File: config.mk
export PLATFORM = sky130hd
export DESIGN_NAME = lfsr_rng
export DESIGN_NICKNAME = d
export VERILOG_FILES = /design/src/rtl/lfsr_pkg.sv /design/src/rtl/lfsr_core.sv /design/src/rtl/lfsr_rng.sv
export SDC_FILE = /design/constraint.sdc
export NUM_CORES = 1
export LEC_CHECK = 0
export BUFFER_PORTS_ARGS = -buffer_cell sky130_fd_sc_hd__buf_2
export CAP_MARGIN = 0
export CORE_AREA = 2 2 72 74
export CTS_BUF_LIST = sky130_fd_sc_hd__clkbuf_4
export DETAILED_ROUTE_END_ITERATION = 8
export DIE_AREA = 0 0 74 76
export PLACE_DENSITY = 0.84
export SETUP_SLACK_MARGIN = 0.4
export SLEW_MARGIN = 20
export SYNTH_ARGS = -nofsm -noshare
export SYNTH_HDL_FRONTEND = slang
export SYNTH_SLANG_ARGS = --single-unit
File: constraint.sdc
create_clock -name clk -period 3.9 [get_ports clk]
set_clock_uncertainty 0.05 [all_clocks]
set_input_delay 0 -clock clk [delete_from_list [all_inputs] [get_ports clk]]
set_output_delay 0 -clock clk [all_outputs]
set_load 0.01 [all_outputs]
File: src/rtl/lfsr_pkg.sv
// lfsr_pkg: shared tap masks, FSM state type and single-step LFSR helper
package lfsr_pkg;
    localparam logic [15:0] TAPS_16 = 16'hD008;
    localparam logic [31:0] TAPS_32 = 32'hA300_0000;
    localparam logic [63:0] TAPS_64 = 64'hD800_0000_0000_0000;

    typedef enum logic {FILL, VALID} rng_state_e;

    typedef struct packed {
        logic        fb;
        logic [63:0] state;
    } step_t;

    function automatic step_t lfsr_step(input logic [63:0] state, input logic [63:0] taps, input int unsigned width);
        step_t r;
        logic [63:0] mask;
        mask = (width >= 64) ? '1 : ((64'd1 << width) - 64'd1);
        r.fb = ^(state & taps & mask);
        r.state = ((state << 1) | {63'd0, r.fb}) & mask;
        return r;
    endfunction
endpackage

File: src/rtl/lfsr_core.sv
// lfsr_core: Fibonacci LFSR register with unrolled multi-step, seed load and lockup guard
module lfsr_core
    import lfsr_pkg::*;
#(
    parameter int              W            = 16,
    parameter logic [W-1:0]    TAPS         = 16'hD008,
    parameter logic [W-1:0]    DEFAULT_SEED = 16'hA65A,
    parameter int              B            = 1
) (
    input  logic         clk,
    input  logic         rst,
    input  logic         advance,
    input  logic         seed_load,
    input  logic [W-1:0] seed_in,
    output logic [W-1:0] state,
    output logic [B-1:0] fb,
    output logic         zero_reload
);
    logic [W-1:0] cur;
    step_t r;

    assign zero_reload = (state == '0) && !seed_load;

    // B chained steps; the first feedback bit lands in the MSB of fb
    always_comb begin
        cur = state;
        fb = '0;
        r = '0;
        for (int i = 0; i < B; i++) begin
            r = lfsr_step(64'(cur), 64'(TAPS), W);
            fb = (fb << 1) | B'(r.fb);
            cur = W'(r.state);
        end
    end

    // seed load beats the lockup guard, which beats a normal advance
    always_ff @(posedge clk or posedge rst) begin
        if (rst)
            state <= DEFAULT_SEED;
        else if (seed_load)
            state <= (seed_in == '0) ? DEFAULT_SEED : seed_in;
        else if (zero_reload)
            state <= DEFAULT_SEED;
        else if (advance)
            state <= cur;
    end
endmodule

File: src/rtl/lfsr_rng.sv
// lfsr_rng: LFSR-based random word generator with valid/ready delivery
// Optional feature macro RSA_PRIME_FMT_EN: forces MSB/LSB of delivered words to 1 and adds reject_zero_cnt
module lfsr_rng
    import lfsr_pkg::*;
#(
    parameter int                    LFSR_WIDTH     = 16,
    parameter logic [LFSR_WIDTH-1:0] TAPS           = 16'hD008,
    parameter logic [LFSR_WIDTH-1:0] DEFAULT_SEED   = 16'hA65A,
    parameter int                    OUT_WIDTH      = 32,
    parameter int                    BITS_PER_CYCLE = 1
) (
    input  logic                  clk,
    input  logic                  rst,
    input  logic                  enable,
    input  logic                  seed_load,
    input  logic [LFSR_WIDTH-1:0] seed_in,
    output logic                  rand_valid,
    input  logic                  rand_ready,
    output logic [OUT_WIDTH-1:0]  rand_out,
    output logic [LFSR_WIDTH-1:0] lfsr_state
`ifdef RSA_PRIME_FMT_EN
    ,
    output logic [7:0]            reject_zero_cnt
`endif
);
    localparam int STEPS = OUT_WIDTH / BITS_PER_CYCLE;
    localparam int CW = $clog2(STEPS + 1);
    localparam logic [CW-1:0] LAST = CW'(STEPS - 1);

    rng_state_e state, state_nx;
    logic [CW-1:0] cnt;
    logic [OUT_WIDTH-1:0] acc;
    logic [BITS_PER_CYCLE-1:0] fb;
    logic adv, take, zero_reload;

    assign rand_valid = state == VALID;
    assign take = rand_valid && rand_ready;
    assign adv = state == FILL && enable && !seed_load && !zero_reload;

    lfsr_core #(
        .W(LFSR_WIDTH),
        .TAPS(TAPS),
        .DEFAULT_SEED(DEFAULT_SEED),
        .B(BITS_PER_CYCLE)
    ) u_core (
        .clk(clk),
        .rst(rst),
        .advance(adv),
        .seed_load(seed_load),
        .seed_in(seed_in),
        .state(lfsr_state),
        .fb(fb),
        .zero_reload(zero_reload)
    );

    // state register
    always_ff @(posedge clk or posedge rst) begin
        if (rst)
            state <= FILL;
        else
            state <= state_nx;
    end

    // next state: seed load discards everything, otherwise fill to VALID and wait for handshake
    always_comb begin
        state_nx = state;
        state_nx = seed_load ? FILL : (adv && cnt == LAST) ? VALID : take ? FILL : state;
    end

    // accumulator and step counter; both frozen outside enabled FILL cycles
    always_ff @(posedge clk or posedge rst) begin
        if (rst) begin
            cnt <= '0;
            acc <= '0;
        end else if (seed_load) begin
            cnt <= '0;
            acc <= '0;
        end else if (adv) begin
            acc <= {acc[OUT_WIDTH-BITS_PER_CYCLE-1:0], fb};
            cnt <= (cnt == LAST) ? '0 : cnt + 1'b1;
        end else if (take) begin
            cnt <= '0;
        end
    end

`ifdef RSA_PRIME_FMT_EN
    assign rand_out = rand_valid ? (acc | {1'b1, {(OUT_WIDTH-2){1'b0}}, 1'b1}) : acc;

    // saturating count of lockup-guard reloads
    always_ff @(posedge clk or posedge rst) begin
        if (rst)
            reject_zero_cnt <= '0;
        else if (zero_reload && reject_zero_cnt != 8'hFF)
            reject_zero_cnt <= reject_zero_cnt + 8'd1;
    end
`else
    assign rand_out = acc;
`endif
endmodule

After elaboration in Yosys (flattened, before gate mapping)
Index checks and enable logic that the tools add are counted.
{"block": "word_totals", "regBits": 55, "output_inout_bits": 49, "word_cells": 36}
{"block": "classes", "addsub": 1, "eq_ne": 1, "mux": 13, "bitwise": 2, "n_reduce_logical": 15}
{"op": "$mux 16", "n": 4}
{"op": "$mux 32", "n": 2}
{"op": "$reduce_xor 64->1", "n": 1}
{"op": "$logic_not 16->1", "n": 2}
{"op": "$mux 6", "n": 4}
{"op": "$or 16x1->16", "n": 1}
{"op": "$reduce_bool 3->1", "n": 3}
{"op": "$add 6x1->6 const B", "n": 1}
{"op": "$eq 6x5->1 const B", "n": 1}
{"op": "$logic_and 1x1->1", "n": 6}
{"op": "$mux 1", "n": 3}
{"op": "$logic_not 1->1", "n": 2}
{"op": "$reduce_bool 2->1", "n": 1}
{"op": "$not 1->1", "n": 1}

Depth between registers and ports, before layout
{"block": "depth", "word_depth": 7, "depth_mapped": 8, "mapped_depth_nobuf": 6}

Hierarchy
A second synthesis with hierarchy kept.
{"block": "unflattened", "hier_cells": 265, "hier_area_um2": 2581.2}
{"mod": "lfsr_rng", "instances": 1, "cells_per_inst": 177, "area_per_inst_um2": 1690.4, "seq_area_each_um2": 975.9}
{"mod": "lfsr_core", "instances": 1, "cells_per_inst": 88, "area_per_inst_um2": 890.9, "seq_area_each_um2": 410.4}

Worst setup path after synthesis
No wires, ideal clock.
{"block": "synth_path", "path_kind": "reg-to-reg", "startpoint": "reg u_core.state[15]", "endpoint": "reg u_core.state[0]", "setup_time_ns": 0.125, "arrival_time_ns": 2.136, "required_time_ns": 3.725, "slack_ns": 1.589, "path_stages_with_launch": 9, "n_path_buf": 2, "period_less_slack_ns": 2.311, "cell_sequence": "dfstp_2 > inv_1 > ha_1 > nor4b_1 > and4_1 > buf_2 > nor3_2 > buf_2 > mux2_2"}
{"block": "synth_between", "elab_chain_len": 5, "word_cells_on_any_way": 10, "classes_between": "mux (3); bitwise (1); reduce/logical (6)"}
{"element": "start, declared", "line_no": "lfsr_core.sv:15", "rtl": "output logic [W-1:0] state,"}
{"element": "start signal, assigned", "line_no": "lfsr_core.sv:41", "rtl": "state <= (seed_in == '0) ? DEFAULT_SEED : seed_in;"}
{"element": "start signal, assigned", "line_no": "lfsr_core.sv:45", "rtl": "state <= cur;"}
{"element": "$reduce_xor 64->1 / $logic_not 16->1 (equally long branches)", "line_no": "lfsr_pkg.sv:18, lfsr_core.sv:22"}
{"element": "$or 16x1->16 / $logic_and 1x1->1 (equally long branches)", "line_no": "lfsr_pkg.sv:19, lfsr_core.sv:22"}
{"element": "$mux 16 / $logic_not 1->1 (equally long branches)", "line_no": "lfsr_core.sv:44, lfsr_rng.sv:38"}
{"element": "$mux 16 / $logic_and 1x1->1 (equally long branches)", "line_no": "lfsr_core.sv:42, lfsr_rng.sv:38"}
{"element": "$mux 16 / $reduce_bool 3->1 (equally long branches)"}
Parallel ways exist; a longest one is shown, timed or not. The select of a mux whose other input is x is not followed.
A chain may end at the register's enable or synchronous reset.

Worst setup path after layout
{"block": "layout_path", "startpoint": "reg u_core.state[15]", "endpoint": "reg u_core.state[14]"}
{"block": "layout_between", "elab_chain_len": 5, "word_cells_on_any_way": 7, "classes_between": "mux (2); reduce/logical (5)"}
{"element": "$logic_not 16->1 (*)", "line_no": "lfsr_core.sv:22", "rtl": "assign zero_reload = (state == '0) && !seed_load;"}
{"element": "$logic_and 1x1->1 (*)", "line_no": "lfsr_core.sv:22"}
{"element": "$logic_not 1->1", "line_no": "lfsr_rng.sv:38", "rtl": "assign adv = state == FILL && enable && !seed_load && !zero_reload;"}
{"element": "$logic_and 1x1->1", "line_no": "lfsr_rng.sv:38"}
{"element": "$reduce_bool 3->1 (no line)"}
Every way passes the cells marked *; elsewhere a longest branch is shown, timed or not.

==> impl_metrics.yaml <==
timing:
  setup_viol: 0
  final-hold-violation-count: 0
  rsz0062_at_grt: "false"
  finalSetupTns_ps: 0
  layout_min_cycle_time_ps: 2670
  fin_crit_sh: 0.685
  drv_slew: 0
  max_freq_mhz: 374
  relSlewSlack: 0.382
  tightest_slew_ps: 926
floorplan:
  start_util: 0.561
  die_area_mm2: 0.00562
  coreArea_mm2: 0.00491
  pin_count: 70
  die_h_um: 76
  rows: 26
  die_w_um: 74
synthesis:
  synth_seq_area_share: 0.503
  synth_top_area_cell: "dfrtp_1"
  mappedNetlistNets: 269
  synth_cells: 246
  synth_cell_types: 39
  synth.area.top_cells: "dfrtp_1, mux2_2, dfstp_2, nor2b_1, a211oi_1"
  ys.warnings.count: 0
  yosys-top-cells-count: "dfrtp_1, mux2_2, nor2b_1"
  ys.flop_type: "dfrtp_1"
  syn-cell-area_mm2: 0.00276
  yosysMostFrequentCell: "dfrtp_1"
  ys_seq_elements: 55
  synth_area_per_cell_um2: 11.2
  synth_top_area_share: 0.426
  ys_async_sr_fraction: 1.00
  synth_edf_count: 0
detailed_routing:
  drc: 0
  dr.pass1.iters: 5
  wl_per_cell_um: 15.8
  drtIter0Drc: 178
  routed_wl_um: 6310
  num_vias: 2249
  via_per_inst: 5.64
  postRouteAntennaNets: 0
clock_network:
  numCtsBuffers: 5
  cts_num_sinks: 55
  htree_levels: 2
  cts_buffer_depth: 2
  clk-insertion-delay-late_ps: 380
  clock-root-buffer: "clkbuf_4"
  cts_tree: "done"
  clk_pin_slew_ps: 160
  cts_resized: 0
setup_path:
  worstSetupPathType: "reg -> reg"
  critPathTopFamily: "simple AND/OR/NAND/NOR gates"
  cp_max_fo: 18
  critPathLaunchType: "flop"
  critPathMaxStageDelay_ps: 570
  cp.arrival_ps: 2900
  cp_slowest_cell: "dfstp_2"
  end_kind: "flop"
  required_ps: 4130
  crit_buf_inv: 2
  ff2ff_setup_slack_ps: 1230
  path_cells: "inv_1 > ha_1 > nor4b_1 > and4_1 > nor3_2 > buf_4 > mux2_2"
placement:
  place_hpwl_um: 4020
  globalplace.congestion: 0.811
  port_buffers: 69
cells_and_area:
  fin_nets: 351
  diodes: 0
  post-route-util: 0.694
  drive_above_1_share: 0.407
  area_delta_synth_final_pct: 23.6
  fill_cells: 370
global_routing:
  grt_first_pass_wirelength_um: 10600
  track_usage: 0.241
  first_global_vias: 2212
  antenna_found_initial: 0
  grt_max_degree: 57
  globalRouteOverflowTotal: 0
outcome:
  status: "finished, final reports clean"
pwr:
  power_density_mw_per_mm2: 334
  p_leak_nw: 1.67
  max-vdd-ir-drop_mv: 0.205
job:
  drv_cap: 0
worst_hold_path:
  hold_path_class: "in -> reg"
kinds of logic (layout without fill, tap and decap cells):
family,Yosys count,after routing,share of synthesized area
xor gates and xnor gates,2,2,0.00635
adders and majority gates,2,2,0.00907
AOI/OAI and AO/OA,45,45,0.123
muxes,35,35,0.143
DFF,55,55,0.503
buffers and inverters,30,113,0.0472
and+or+nand+nor,77,77,0.168
layout by cell type, fill, tap and decap left out, types with 2 or more instances in the layout:
master / synthesis / routed
a211oi_1: 10 / 10
a31o_2: 2 / 2
buf_2: 8 / 69
buf_4: 0 / 4
clkbuf_4: 0 / 5
dfrtp_1: 47 / 47
dfstp_2: 8 / 8
dlygate4sd3_1: 0 / 18
ha_1: 2 / 2
inv_1: 14 / 13
mux2_2: 35 / 35
nand2_1: 6 / 6
nand2b_1: 7 / 7
nand3_1: 9 / 9
nand4_1: 2 / 2
nor2_1: 9 / 9
nor2b_1: 28 / 28
nor4_1: 3 / 3
o211ai_1: 4 / 4
o21ai_0: 9 / 9
o22ai_1: 5 / 5
o2bb2ai_1: 8 / 8
o31ai_1: 3 / 3
or4_1: 2 / 2
or4_4: 3 / 3
worst paths after layout:
| kind | startpoint | end | depth (start not counted) |
|---|---|---|---|
| min in group asynchronous | rst | rand_out[14] | 3 |
| min | enable | u_core.state[3] | 5 |
| min reg2reg | u_core.state[15] | u_core.state[15] | 1 |
| max | u_core.state[15] | u_core.state[14] | 7 |
| max reg2reg | u_core.state[15] | u_core.state[14] | 7 |
| max in group asynchronous | rst | rand_out[28] | 3 |
through the flow:
| step | worst slack, ps | hold slack, ps | total power [mW] | instances | cell area, µm² |
|---|---|---|---|---|---|
| 2_1_floorplan | 1590 | 109 | 0.746 | 246 | 2760 |
| 3_3_place_gp | 1390 | 229 | 0.807 | 373 | 3140 |
| 3_5_place_dp | 1260 | 240 | 0.811 | 373 | 3140 |
| 4_1_cts | 1240 | 154 | 1.15 | 399 | 3410 |
| 5_1_grt | 1120 | 166 | 1.19 | 399 | 3410 |
| 6_report | 1230 | 177 | 1.14 | 399 | 3410 |
where the power goes:
group          internal (mW)  leakage [nW]  switching, mW
clock                  0.137        0.0418          0.184
sequential             0.605         0.722         0.0325
combinational         0.0830         0.911         0.0969
metal layers:
layer / part of all wire / routed length [µm] / track usage
met4: 0.026 / 164 / 0.0836
met1: 0.44 / 2790 / 0.333
met2: 0.49 / 3100 / 0.371
met5: 0 / 0 / 0
met3: 0.040 / 254 / 0.0556
tightest hold or removal path: stages:
cell and delay, ps:
buf_2 70, nor2b_1 110, buf_4 190, a211oi_1 90, o2bb2ai_1 130
sequential cells by signal, indices dropped and copies added (netlist names):
name	count
u_core.state	16
cnt	6
rand_out	32
rand_valid	1
area by class of cell:
type                            instances  area [µm²]  share of cell area
Clock inverter                          3        46.3              0.0136
Multi-Input combinational cell        161        1240               0.364
Timing Repair Buffer                   91         556               0.163
Inverter                               14        53.8              0.0158
Sequential cell                        55        1390               0.407
Clock buffer                            5        37.5              0.0110
Tap cell                               70        87.6              0.0257
timing repair:
item	in CTS	in global routing
hold endpoints to repair	65	0
buffers inserted	0	0
hold buffers	18	0
(Power assumes the default switching activity.)
